==> config.mk <==
export PLATFORM = sky130hd
export DESIGN_NAME = rom_read_arbiter_flat
export DESIGN_NICKNAME = d
export VERILOG_FILES = /design/src/rtl/rom_arb_pkg.sv /design/src/rtl/rom_arb_if.sv /design/src/rtl/rr_picker.sv /design/src/rtl/rom_read_arbiter.sv /design/src/flat_wrapper.sv
export SDC_FILE = /design/constraint.sdc
export NUM_CORES = 1
export LEC_CHECK = 0
export ABC_CLOCK_PERIOD_IN_PS = 3100
export BUFFER_PORTS_ARGS = -buffer_cell sky130_fd_sc_hd__buf_2
export CAP_MARGIN = 5
export CORE_AREA = 2 2 64 66
export CTS_CLUSTER_SIZE = 10
export DETAILED_ROUTE_END_ITERATION = 10
export DIE_AREA = 0 0 66 68
export PLACE_DENSITY_LB_ADDON = 0.25
export SYNTH_ARGS = -nofsm -noshare
export SYNTH_HDL_FRONTEND = slang
export SYNTH_SLANG_ARGS = --single-unit
==> constraint.sdc <==
create_clock -name clk -period 3.1 [get_ports clk]
set_clock_uncertainty 0.05 [all_clocks]
set_input_delay 0.93 -clock clk [delete_from_list [all_inputs] [get_ports clk]]
set_output_delay 0.93 -clock clk [all_outputs]
set_load 0.05 [all_outputs]
==> src/rtl/rom_arb_pkg.sv <==
// Shared types and default sizing for the message-ROM read arbiter.
// The FSM encoding lives here so the top and any future siblings agree on it.
package rom_arb_pkg;

    typedef enum logic [1:0] {
        IDLE  = 2'd0,
        BURST = 2'd1,
        DRAIN = 2'd2
    } state_t;

    localparam int DEFAULT_NUM_REQ = 4;
    localparam int DEFAULT_MSG_LEN = 32;
    localparam int DEFAULT_ADDR_W  = 5;
    localparam int DEFAULT_DATA_W  = 8;

    // Width of an index into a requester vector; never narrower than one bit.
    function automatic int idx_width(input int n);
        return (n > 1) ? $clog2(n) : 1;
    endfunction

endpackage

==> src/rtl/rom_arb_if.sv <==
// Core/ROM-facing bundle of the arbiter: request/grant/done per core,
// ROM address and data, and the delayed read-data stream.
interface rom_arb_if #(
    parameter int NUM_REQ = rom_arb_pkg::DEFAULT_NUM_REQ,
    parameter int ADDR_W  = rom_arb_pkg::DEFAULT_ADDR_W,
    parameter int DATA_W  = rom_arb_pkg::DEFAULT_DATA_W
) ();

    logic [NUM_REQ-1:0] req;
    logic [NUM_REQ-1:0] grant;
    logic [NUM_REQ-1:0] done;
    logic [ADDR_W-1:0]  rom_address;
    logic [DATA_W-1:0]  rom_q;
    logic               rd_valid;
    logic [ADDR_W-1:0]  rd_index;
    logic [DATA_W-1:0]  rd_data;

    // The arbiter side.
    modport slave (
        input  req,
        input  rom_q,
        output grant,
        output done,
        output rom_address,
        output rd_valid,
        output rd_index,
        output rd_data
    );

    // The environment side: cracking cores plus the ROM itself.
    modport master (
        output req,
        output rom_q,
        input  grant,
        input  done,
        input  rom_address,
        input  rd_valid,
        input  rd_index,
        input  rd_data
    );

endinterface

==> src/rtl/rr_picker.sv <==
// Combinational round-robin selector: first set request bit found when
// scanning upward (with wrap) from the priority pointer.
module rr_picker #(
    parameter int NUM_REQ = 4,
    parameter int IDX_W   = 2
) (
    input  logic [NUM_REQ-1:0] req_i,
    input  logic [IDX_W-1:0]   rr_ptr_i,
    output logic [NUM_REQ-1:0] winner_o,
    output logic [IDX_W-1:0]   winner_idx_o
);

    logic             found;
    logic [IDX_W-1:0] cand;

    always_comb begin
        winner_o     = '0;
        winner_idx_o = '0;
        found        = 1'b0;
        cand         = '0;
        for (int off = 0; off < NUM_REQ; off++) begin
            cand = IDX_W'((int'(rr_ptr_i) + off) % NUM_REQ);
            if (!found && req_i[cand]) begin
                found           = 1'b1;
                winner_o[cand]  = 1'b1;
                winner_idx_o    = cand;
            end
        end
    end

endmodule

==> src/rtl/rom_read_arbiter.sv <==
// Shares one message ROM among several cores: each grant is a fixed,
// non-abortable burst of MSG_LEN reads delivered two cycles after the address.
module rom_read_arbiter
    import rom_arb_pkg::*;
#(
    parameter int NUM_REQ = DEFAULT_NUM_REQ,
    parameter int MSG_LEN = DEFAULT_MSG_LEN,
    parameter int ADDR_W  = DEFAULT_ADDR_W,
    parameter int DATA_W  = DEFAULT_DATA_W
) (
    input  logic      clk,
    input  logic      reset,
    rom_arb_if.slave  bus
);

    localparam int IDX_W = idx_width(NUM_REQ);
    localparam int CNT_W = ADDR_W + 1;
    localparam logic [CNT_W-1:0]  TERM_CNT = CNT_W'(MSG_LEN);
    localparam logic [ADDR_W-1:0] LAST_IDX = ADDR_W'(MSG_LEN - 1);

    state_t             state_q;
    logic [NUM_REQ-1:0] grant_q;
    logic [NUM_REQ-1:0] done_q;
    logic [IDX_W-1:0]   rr_ptr_q;
    logic [IDX_W-1:0]   rr_ptr_d;
    logic [CNT_W-1:0]   cnt_q;
    logic [CNT_W-1:0]   cnt_d;

    logic               s1_valid_q;
    logic [ADDR_W-1:0]  s1_index_q;
    logic               rd_valid_q;
    logic [ADDR_W-1:0]  rd_index_q;
    logic [DATA_W-1:0]  rd_data_q;

    logic [NUM_REQ-1:0] winner;
    logic [IDX_W-1:0]   winner_idx;

    rr_picker #(
        .NUM_REQ (NUM_REQ),
        .IDX_W   (IDX_W)
    ) u_picker (
        .req_i        (bus.req),
        .rr_ptr_i     (rr_ptr_q),
        .winner_o     (winner),
        .winner_idx_o (winner_idx)
    );

    // Pointer moves just past the winner so it becomes lowest priority next time.
    assign rr_ptr_d = (int'(winner_idx) == NUM_REQ - 1) ? '0 : winner_idx + 1'b1;
    assign cnt_d    = cnt_q + 1'b1;

    always_ff @(posedge clk or posedge reset) begin
        if (reset) begin
            state_q    <= IDLE;
            grant_q    <= '0;
            done_q     <= '0;
            rr_ptr_q   <= '0;
            cnt_q      <= '0;
            s1_valid_q <= 1'b0;
            s1_index_q <= '0;
            rd_valid_q <= 1'b0;
            rd_index_q <= '0;
            rd_data_q  <= '0;
        end else begin
            // Stage 1 tracks the address issued this cycle; stage 2 lines up
            // with the ROM's registered output.
            s1_valid_q <= (state_q == BURST);
            if (state_q == BURST) begin
                s1_index_q <= cnt_q[ADDR_W-1:0];
            end
            rd_valid_q <= s1_valid_q;
            if (s1_valid_q) begin
                rd_index_q <= s1_index_q;
                rd_data_q  <= bus.rom_q;
            end
            done_q <= (s1_valid_q && s1_index_q == LAST_IDX) ? grant_q : '0;

            case (state_q)
                IDLE: begin
                    if (|bus.req) begin
                        state_q  <= BURST;
                        grant_q  <= winner;
                        rr_ptr_q <= rr_ptr_d;
                        cnt_q    <= '0;
                    end
                end
                BURST: begin
                    if (cnt_d == TERM_CNT) begin
                        state_q <= DRAIN;
                        cnt_q   <= '0;
                    end else begin
                        cnt_q <= cnt_d;
                    end
                end
                DRAIN: begin
                    // Leave once the last byte (and its done pulse) is out.
                    if (|done_q) begin
                        state_q <= IDLE;
                        grant_q <= '0;
                    end
                end
                default: begin
                    state_q <= IDLE;
                    grant_q <= '0;
                end
            endcase
        end
    end

    assign bus.rom_address = (state_q == BURST) ? cnt_q[ADDR_W-1:0] : '0;
    assign bus.grant       = grant_q;
    assign bus.done        = done_q;
    assign bus.rd_valid    = rd_valid_q;
    assign bus.rd_index    = rd_index_q;
    assign bus.rd_data     = rd_data_q;

endmodule

==> src/flat_wrapper.sv <==
// flat-port wrapper written by rule: the top's interface ports become plain ports
module rom_read_arbiter_flat import rom_arb_pkg::*;
#(
    parameter int NUM_REQ = DEFAULT_NUM_REQ,
    parameter int MSG_LEN = DEFAULT_MSG_LEN,
    parameter int ADDR_W  = DEFAULT_ADDR_W,
    parameter int DATA_W  = DEFAULT_DATA_W
)
  (clk, reset, bus_req, bus_rom_q, bus_grant, bus_done, bus_rom_address, bus_rd_valid, bus_rd_index, bus_rd_data);
  rom_arb_if #(.NUM_REQ(NUM_REQ), .ADDR_W(ADDR_W), .DATA_W(DATA_W)) bus_i ();
  input  logic clk;
  input  logic reset;
  input wire logic [$bits(bus_i.req)-1:0] bus_req;
  input wire logic [$bits(bus_i.rom_q)-1:0] bus_rom_q;
  output wire logic [$bits(bus_i.grant)-1:0] bus_grant;
  output wire logic [$bits(bus_i.done)-1:0] bus_done;
  output wire logic [$bits(bus_i.rom_address)-1:0] bus_rom_address;
  output wire logic [$bits(bus_i.rd_valid)-1:0] bus_rd_valid;
  output wire logic [$bits(bus_i.rd_index)-1:0] bus_rd_index;
  output wire logic [$bits(bus_i.rd_data)-1:0] bus_rd_data;
  assign bus_i.req = bus_req;
  assign bus_i.rom_q = bus_rom_q;
  assign bus_grant = bus_i.grant;
  assign bus_done = bus_i.done;
  assign bus_rom_address = bus_i.rom_address;
  assign bus_rd_valid = bus_i.rd_valid;
  assign bus_rd_index = bus_i.rd_index;
  assign bus_rd_data = bus_i.rd_data;
  rom_read_arbiter #(.NUM_REQ(NUM_REQ), .MSG_LEN(MSG_LEN), .ADDR_W(ADDR_W), .DATA_W(DATA_W)) u_core (.clk(clk), .reset(reset), .bus(bus_i));
endmodule
# After elaboration in Yosys (flattened, before gate mapping)
# Cells that the tools add are included.
# word_totals
register_bits	38
input_bits	14
out_inout_bits	27
elab_cells	94
# op_classes
n_addsub	5
magnitude_cmp	8
eq_ne	8
mux	40
bitwise_logic	4
reduce_logical	19
# ops
operator	count
4-bit two-way mux	7
2-bit two-way mux	8
2-bit by 3-bit less-than comparator with 1-bit output (second input constant)	4
6-bit two-way mux	2
4-bit OR	3
4-bit one-hot mux with 3 select lines	1
6-bit one-hot mux with 2 select lines	1
1-bit two-way mux	11
1-bit binary-select mux with 2-bit select	4
1-bit demux with 2-bit select	4
2-bit by 1-bit greater-or-equal comparator with 1-bit output (second input constant)	4
1-bit logical AND	8
4-bit OR reduction	2
6-bit by 1-bit adder with 6-bit output (second input constant)	1
6-bit equality test (second input constant)	1
2-bit by 1-bit inequality test with 1-bit output (second input constant)	3
2-bit one-hot mux with 3 select lines	1
3-bit AND reduction	2
5-bit equality test (second input constant)	1
5-bit two-way mux	1
2-bit by 1-bit adder with 2-bit output (second input constant)	2
2-bit adder (second input constant)	2
2-bit by 1-bit equality test with 1-bit output (second input constant)	2
2-bit AND reduction	2
other kinds (5)	7

# Depth between registers and ports, before layout
# Gate-level depths: netlist of the first run.
# depth
word_depth	14
depth_mapped	10
ltp_nobuf	8

# Hierarchy
# Synthesis of the first run repeated with hierarchy kept, for this count alone.
# hier_totals
cells_unflattened	193
area_unflattened_um2	2084.5
# modules_own_cells
mod	n_inst	cells_each	area_per_inst_um2
rom_read_arbiter	1	128	1595.3
rr_picker	1	65	489.2

# Least setup slack after synthesis of the first run
# OpenSTA, ideal clock, no wires.
# synth_path
path_type	register to register
from	register u_core.rr_ptr_q[0]
to	register u_core.rr_ptr_q[1]
setup_time_ns	0.133
arrival_time_ns	2.348
required_ns	2.917
path_slack_ns	0.569
path_stages_with_launch	11
path_buffers	2
cell_sequence	dfrtp_1 > buf_4 > inv_1 > ha_1 > buf_6 > or3b_2 > a211o_1 > nand3_2 > o31ai_4 > mux2i_1 > o22ai_1
# synth_via
elab_chain_cells	14
# synth_rtl
element	line_no	rtl
start, declared	rom_read_arbiter.sv:24	logic [IDX_W-1:0] rr_ptr_q;
start signal, assigned	rom_read_arbiter.sv:83	rr_ptr_q <= rr_ptr_d;
parallel branches: the longest is 11 deep, another holds 2-bit by 1-bit adder with 2-bit output	n/a	
2-bit two-way mux (*)	rr_picker.sv:23	if (!found && req_i[cand]) begin
2-bit by 1-bit adder with 2-bit output / 2-bit by 1-bit equality test with 1-bit output (equally long branches)	rom_read_arbiter.sv:49	assign rr_ptr_d = (int'(winner_idx) == NUM_REQ - 1) ? '0 : winner_idx + 1'b1;
2-bit two-way mux (*)	rom_read_arbiter.sv:49	
# Mark *: on every way between the ends. The select of a mux whose other input is x is not followed.
# A chain may end at the register's enable or synchronous reset.

# Worst setup path in the final report of the first run
# layout_path
from	register u_core.state_q[1]
to	output port bus_rom_address[0]
# layout_via
elab_chain_cells	2
# layout_rtl
element	line_no	rtl
start, declared	rom_read_arbiter.sv:21	state_t state_q;
start signal, assigned	rom_read_arbiter.sv:54	state_q <= IDLE;
start signal, assigned	rom_read_arbiter.sv:81	state_q <= BURST;
start signal, assigned	rom_read_arbiter.sv:89	state_q <= DRAIN;
2-bit by 1-bit equality test with 1-bit output	rom_read_arbiter.sv:110	assign bus.rom_address = (state_q == BURST) ? cnt_q[ADDR_W-1:0] : '0;
5-bit two-way mux	rom_read_arbiter.sv:110	
end, declared	flat_wrapper.sv:17	output wire logic [$bits(bus_i.rom_address)-1:0] bus_rom_address;
# No other way between the ends.

==> impl_metrics.toml, run 1 <==
[layout]
drive_above_1_share_pct = 33.19
final_nets = 248
layout-area-overhead-vs-synth_pct = 16.57
antennaDiodeCount = 0
layout.area.seq_um2 = 950.9
layout.cells.most_common = "sky130_fd_sc_hd__buf_2"
nFillCells = 332
multi_input_comb_area_um2 = 972.2
final_cell_mix = "40 x sky130_fd_sc_hd__buf_2, 38 x sky130_fd_sc_hd__dfrtp_1, 13 x sky130_fd_sc_hd__o21ai_0"

[pwr]
fin_total_pwr_mw = 0.9727
leakage_nw = 1.093
internal-power_mw = 0.7172
pwr-share-clk_pct = 31.7
p_per_cell_area_nw_per_um2 = 417.1
power_share_of_the_sequential_group_pct = 52.0
comb_power_share_pct = 16.3
switching_power_share_of_the_total_pct = 26.27
switching_component_of_the_power_mw = 0.2555
vdd.ir_drop.worst_mv = 0.1992

[logic_synthesis]
synth_edf_count = 0
yosysWarningCount = 0
syn-mean-instance-area_um2 = 10.93
synth_nets = 205
synth_flop_cell = "sky130_fd_sc_hd__dfrtp_1"
synth_area_um2 = 2001
ys_seq_elements = 38
async_flop_share_pct = 100.0
postSynthCellCount = 183
ys_seq_area_share_pct = 47.53
yosysUniqueCellTypes = 43

[cts]
cts_resized = 0
worstSkewPairLatency_ps = 280
cts_max_path_buffers = 2
buffer_cell_driving_the_clock_tree_root = "sky130_fd_sc_hd__clkbuf_8"
tritoncts = "done"
cts.clk_slew.worst_paths_ps = 70
cts_max_level = 2
cts-hold-fix-buffers = 0
num_clock_sinks = 38
post_cts_buffers = 0
cts_made_buffers = 5

[routing]
drt.antenna.violating_nets = 0
dr.first_iter.drc_count = 86
routed_wirelength_mm = 3.610
remaining_drc_errors = 0
firstDrtPassIters = 6
vias_per_cell = 5.344
post_drt_wl_per_cell_um = 13.08
detailroute.via_count = 1475

[setup_path]
crit_chain = "nand2b_1 -> inv_2 -> and2_1 -> buf_2"
crit_path_end_kind = "output port"
critical-path-max-stage-delay_ps = 400
critical_path_required_ps = 2120
critPathKind = "flop to output port"
critPathTopFamily = "flip-flops"
critical_path_buf_inv_count = 2
crit_path_max_fanout = 9
critical_path.startpoint_type = "flop"
critPathSlowestCell = "sky130_fd_sc_hd__dfrtp_1"
arrival_ps = 1460

[sta]
worst_slew_margin_rel_pct = 63.98
fin_crit_ps = 2442
report.final.setup_viol = 0
finalHoldViolCount = 0
maxSlewViolCount = 0
rsz_0062_raised_after_global_routing = "false"
timing.final.crit_share_pct = 78.77
max_freq_mhz = 409.5
tightest_slew_ps = 540.4
timing.setup.tns_ps = 0

[floorplan]
floorplan.die_area_um2 = 4488
pin_count = 41
core_area_um2 = 3856
die_h_um = 68
floorplan.initialDensity_pct = 51.88
dieWidth_um = 66
rows = 23

[grt]
grt_pass1_vias = 1392
grt_first_pass_wirelength_mm = 6.120
grt_antenna_before_repair = 0
grt_remaining_overflow = 0
grt_max_degree = 39
grt.total_usage_pct = 18.03

[status]
outcome = "completed"

[worst_hold_path]
hold_path.class = "flop to flop"

[placed_design]
gp_congestion = 0.8362
place.detailed.hpwl_mm = 2.706
portBuffers = 40

[flow_run]
max_cap_viol_count = 0
[worst reg2reg max path: stages, from the launching register on]
cell	delay, ps
sky130_fd_sc_hd__dfrtp_1	340
sky130_fd_sc_hd__inv_1	80
sky130_fd_sc_hd__ha_1	470
sky130_fd_sc_hd__mux4_2	640
sky130_fd_sc_hd__nor2b_4	170
sky130_fd_sc_hd__o31ai_4	220
sky130_fd_sc_hd__mux2i_1	220
sky130_fd_sc_hd__o22ai_1	90
[kinds of logic (layout without fill, tap and decap cells)]
group | count (synthesis) | after routing | share of synthesized area, %
AO/OA/AOI/OAI | 39 | 39 | 13.57
XOR/XNOR | 3 | 3 | 1.314
adder cells (fa/ha/maj) | 8 | 8 | 5.003
buffers and inverters | 16 | 59 | 3.877
flip-flops | 38 | 38 | 47.53
multiplexers | 19 | 19 | 12.13
AND/OR/NAND/NOR | 60 | 60 | 16.57
[through the flow]
| step | util, % | hold WS, ps | std cells | worst slack (ps) | instance area (um2) |
|---|---|---|---|---|---|
| 3_3_place_gp | 58.44 | 422.3 | 269 | 608.8 | 2253 |
| 2_1_floorplan | - | 400.1 | 183 | 568.8 | 2001 |
| 3_5_place_dp | 58.44 | 439.4 | 269 | 560.4 | 2253 |
| 6_report | 60.48 | 453.2 | 276 | 658.3 | 2332 |
| 4_1_cts | 60.48 | 455.0 | 276 | 646.3 | 2332 |
| 5_1_grt | 60.48 | 471.2 | 276 | 527.4 | 2332 |
[power groups by stage]
| stage | Sequential (mW) | Combinational, mW | Clock (mW) |
|---|---|---|---|
| floorplan | 0.536 | 0.109 | 0 |
| CTS | 0.506 | 0.160 | 0.315 |
| global route | 0.507 | 0.176 | 0.342 |
| detailed placement | 0.516 | 0.160 | 0 |
| finish | 0.506 | 0.158 | 0.308 |
| global placement | 0.515 | 0.158 | 0 |
[synthesized netlist by cell type, types with 5 or more instances]
cell,instances,area share (%)
sky130_fd_sc_hd__mux2_2,12,6.8
sky130_fd_sc_hd__inv_1,5,0.94
sky130_fd_sc_hd__o21ai_0,13,3.3
sky130_fd_sc_hd__nand3_1,6,1.5
sky130_fd_sc_hd__dfrtp_1,38,48
sky130_fd_sc_hd__nor2_1,10,1.9
sky130_fd_sc_hd__a21oi_1,5,1.3
sky130_fd_sc_hd__nand2_1,12,2.3
sky130_fd_sc_hd__a21o_1,5,1.9
sky130_fd_sc_hd__buf_2,5,1.3
sky130_fd_sc_hd__and2_1,10,3.1
sky130_fd_sc_hd__ha_1,8,5.0
[registers in the layout, summed over array words and instances (netlist names)]
name,count
u_core.s1_index_q,5
u_core.bus.grant,4
u_core.s1_valid_q,1
u_core.bus.rd_valid,1
u_core.cnt_q,6
u_core.bus.rd_data,8
u_core.state_q,2
u_core.bus.rd_index,5
u_core.bus.done,4
u_core.rr_ptr_q,2
[routing by layer]
metal | GRT usage, % | share of wire [%] | up-vias
met2 | 32.45 | 48 | 38
met1 | 21.06 | 44 | 692
met3 | 4.276 | 6.1 | 4
li1 | - | - | 741
met4 | 6.633 | 1.4 | 0
met5 | 0 | 0 | -
[final cells by class]
class | instances | area share, %
Clock inverter | 2 | 0.4292
Multi-Input combinational cell | 129 | 41.68
Clock buffer | 5 | 2.951
Inverter | 6 | 0.9657
Tap cell | 50 | 2.682
Timing Repair Buffer | 46 | 10.51
Sequential cell | 38 | 40.77
[worst paths after layout]
kind	startpoint	endpoint	slack, ps	cells after the start
worst max-delay path	u_core.state_q[1]	bus_rom_address[0]	660	4
worst min-delay path	u_core.bus.rd_data[5]	u_core.bus.rd_data[5]	450	1
worst max register to register	u_core.rr_ptr_q[1]	u_core.rr_ptr_q[1]	700	7
worst min register to register	u_core.bus.rd_data[5]	u_core.bus.rd_data[5]	450	1
max in group asynchronous	reset	u_core.bus.rd_index[4]	1980	3
min in group asynchronous	reset	u_core.bus.rd_data[7]	690	3
Power figures use the tool's default switching activity.
==> run 2, diff against run 1 <==
--- a/config.mk
+++ b/config.mk
@@ -5,13 +5,13 @@
 export SDC_FILE = /design/constraint.sdc
 export NUM_CORES = 1
 export LEC_CHECK = 0
-export ABC_CLOCK_PERIOD_IN_PS = 3100
+export ABC_CLOCK_PERIOD_IN_PS = 2000
 export BUFFER_PORTS_ARGS = -buffer_cell sky130_fd_sc_hd__buf_2
 export CAP_MARGIN = 5
-export CORE_AREA = 2 2 64 66
+export CORE_AREA = 2 2 67 69
 export CTS_CLUSTER_SIZE = 10
 export DETAILED_ROUTE_END_ITERATION = 10
-export DIE_AREA = 0 0 66 68
+export DIE_AREA = 0 0 69 71
 export PLACE_DENSITY_LB_ADDON = 0.25
 export SYNTH_ARGS = -nofsm -noshare
 export SYNTH_HDL_FRONTEND = slang
==> constraint.sdc (replaced) <==
create_clock -name clk -period 2 [get_ports clk]
set_clock_uncertainty 0.05 [all_clocks]
set_input_delay 0.6 -clock clk [delete_from_list [all_inputs] [get_ports clk]]
set_output_delay 0.6 -clock clk [all_outputs]
set_load 0.05 [all_outputs]
==> run 2 against run 1 <==
Against the previous run: the flow now finishes with violations (setup timing); hold slack lost 93 ps; clock-buffer cell count grew 2; sequential power grew 55%; wire length grew 11%; first-iteration DRC count is the same; non-clock buffer count grew 16; register-to-register slack lost 820 ps; utilization grew 1.0 points; flip-flop and latch count is the same; critical path type is now flop to flop; highest routed layer unchanged.
==> impl_metrics.toml, run 2 (synthesis results as in run 1) <==
[floorplan]
floorplan.initialDensity_pct = 47.59
pin_count = 41
rows = 24
dieWidth_um = 69
die_h_um = 71
core_area_um2 = 4204
floorplan.die_area_um2 = 4899

[placed_design]
pre_cts_setup_slack_ps = -199.1
gp_congestion = 0.8251
place.detailed.hpwl_mm = 2.878
portBuffers = 40

[sta]
maxSlewViolCount = 0
timing.final.crit_share_pct = 106.0
rsz_0062_raised_after_global_routing = "true"
worst_slew_margin_rel_pct = 64.86
worst_slack_ps = -120.8
report.final.setup_viol = 5
timing.setup.tns_ps = -411.9
fin_crit_ps = 2121
max_freq_mhz = 471.5
finalHoldViolCount = 0
tightest_slew_ps = 527.1

[grt]
grt_first_pass_wirelength_mm = 6.948
grt_antenna_before_repair = 0
grt_remaining_overflow = 0
grt_pass1_vias = 1524
grt_max_degree = 39
grt.total_usage_pct = 17.51

[routing]
firstDrtPassIters = 4
vias_per_cell = 5.353
drt.antenna.violating_nets = 0
routed_wirelength_mm = 4.018
remaining_drc_errors = 0
post_drt_wl_per_cell_um = 13.62
dr.first_iter.drc_count = 86
detailroute.via_count = 1579

[flow_run]
max_cap_viol_count = 0

[setup_path]
critical_path.startpoint_type = "flop"
crit_path_max_fanout = 4
critPathKind = "flop to flop"
r2r_setup_slack_ps = -120
critical_path_required_ps = 2120
crit_path_end_kind = "flop"
arrival_ps = 2240

[cts]
tritoncts = "done"
worstSkewPairLatency_ps = 280
cts_max_path_buffers = 2
cts_max_level = 2
cts.clk_slew.worst_paths_ps = 70
num_clock_sinks = 38
cts-hold-fix-buffers = 0
buffer_cell_driving_the_clock_tree_root = "sky130_fd_sc_hd__clkbuf_8"
cts_made_buffers = 5

[pwr]
p_per_cell_area_nw_per_um2 = 631.7
leakage_nw = 1.200
vdd.ir_drop.worst_mv = 0.2731

[status]
violations = "setup timing"
outcome = "finished with violations"

[layout]
final_nets = 264
antennaDiodeCount = 0
final_cell_mix = "38 x sky130_fd_sc_hd__dfrtp_1, 35 x sky130_fd_sc_hd__buf_2, 20 x sky130_fd_sc_hd__buf_4"
layout.cells.most_common = "sky130_fd_sc_hd__dfrtp_1"
drive_above_1_share_pct = 44.03
largest_register_ffs = 8
layout-area-overhead-vs-synth_pct = 29.21

[worst_hold_path]
hold_path.class = "input port to async pin"
==> run 2: cell count changes in the layout (fill, tap and decap cells not counted), sizes merged <==
cell / change
clkbuf: +2
clkinv: -1
buf: +16
==> run 2: layout make-up <==
cell class | count | area, um2
fill | 357 | 1619
multi-input combinational | 129 | 1049
sequential | 38 | 950.9
timing repair buffer | 62 | 404.1
clock buffer | 7 | 86.33
tap | 52 | 65.06
inverter | 6 | 25.02
clock inverter | 1 | 5.005
==> run 2: layer usage <==
metal / up-vias / GRT usage, % / wire length, um
li1: 781 / - / -
met1: 751 / 20.91 / 1665
met2: 39 / 31.20 / 2105
met3: 8 / 3.276 / 161
met4: 0 / 7.190 / 84
met5: - / 0 / 0
==> run 2: what timing repair did <==
| item | CTS | global route |
|---|---|---|
| cloned | 0 | 0 |
| setup endpoints to repair | 11 | 11 |
| setup buffers | 4 | 1 |
| pin swaps | 10 | 5 |
| resized for setup | 26 | 8 |
==> run 2: stage by stage <==
step	utilization, %	hold slack [ps]	power (mW)	instance area [um2]	cells
6_report	61.49	359.8	1.633	2585	295
3_3_place_gp	55.63	425.1	1.064	2338	282
2_1_floorplan	-	400.1	1.000	2001	183
5_1_grt	61.49	405.7	1.714	2585	295
3_5_place_dp	55.63	428.6	1.070	2338	282
4_1_cts	60.51	379.5	1.640	2544	294
==> run 2: final timing paths <==
kind	from	endpoint	cells after the start
max	u_core.rr_ptr_q[1]	u_core.rr_ptr_q[1]	7
min	reset	u_core.bus.done[2]	3
max reg2reg	u_core.rr_ptr_q[1]	u_core.rr_ptr_q[1]	7
min reg2reg	u_core.s1_index_q[0]	u_core.s1_index_q[0]	1
max in group asynchronous	reset	u_core.s1_index_q[0]	3
min in group clk	u_core.s1_index_q[0]	u_core.s1_index_q[0]	1
==> run 2: critical path, stage by stage (launching register included) <==
cell and delay, ps:
sky130_fd_sc_hd__dfrtp_1 370, sky130_fd_sc_hd__inv_2 60, sky130_fd_sc_hd__ha_4 280, sky130_fd_sc_hd__mux4_2 550, sky130_fd_sc_hd__nor2b_4 160, sky130_fd_sc_hd__o31ai_4 230
sky130_fd_sc_hd__mux2i_1 220, sky130_fd_sc_hd__o22ai_1 90
==> run 2: where the power goes <==
part / switching [mW] / total [mW] / internal [mW]
clock: 0.246 / 0.524 / 0.278
sequential: 0.00584 / 0.786 / 0.780
combinational: 0.177 / 0.323 / 0.146
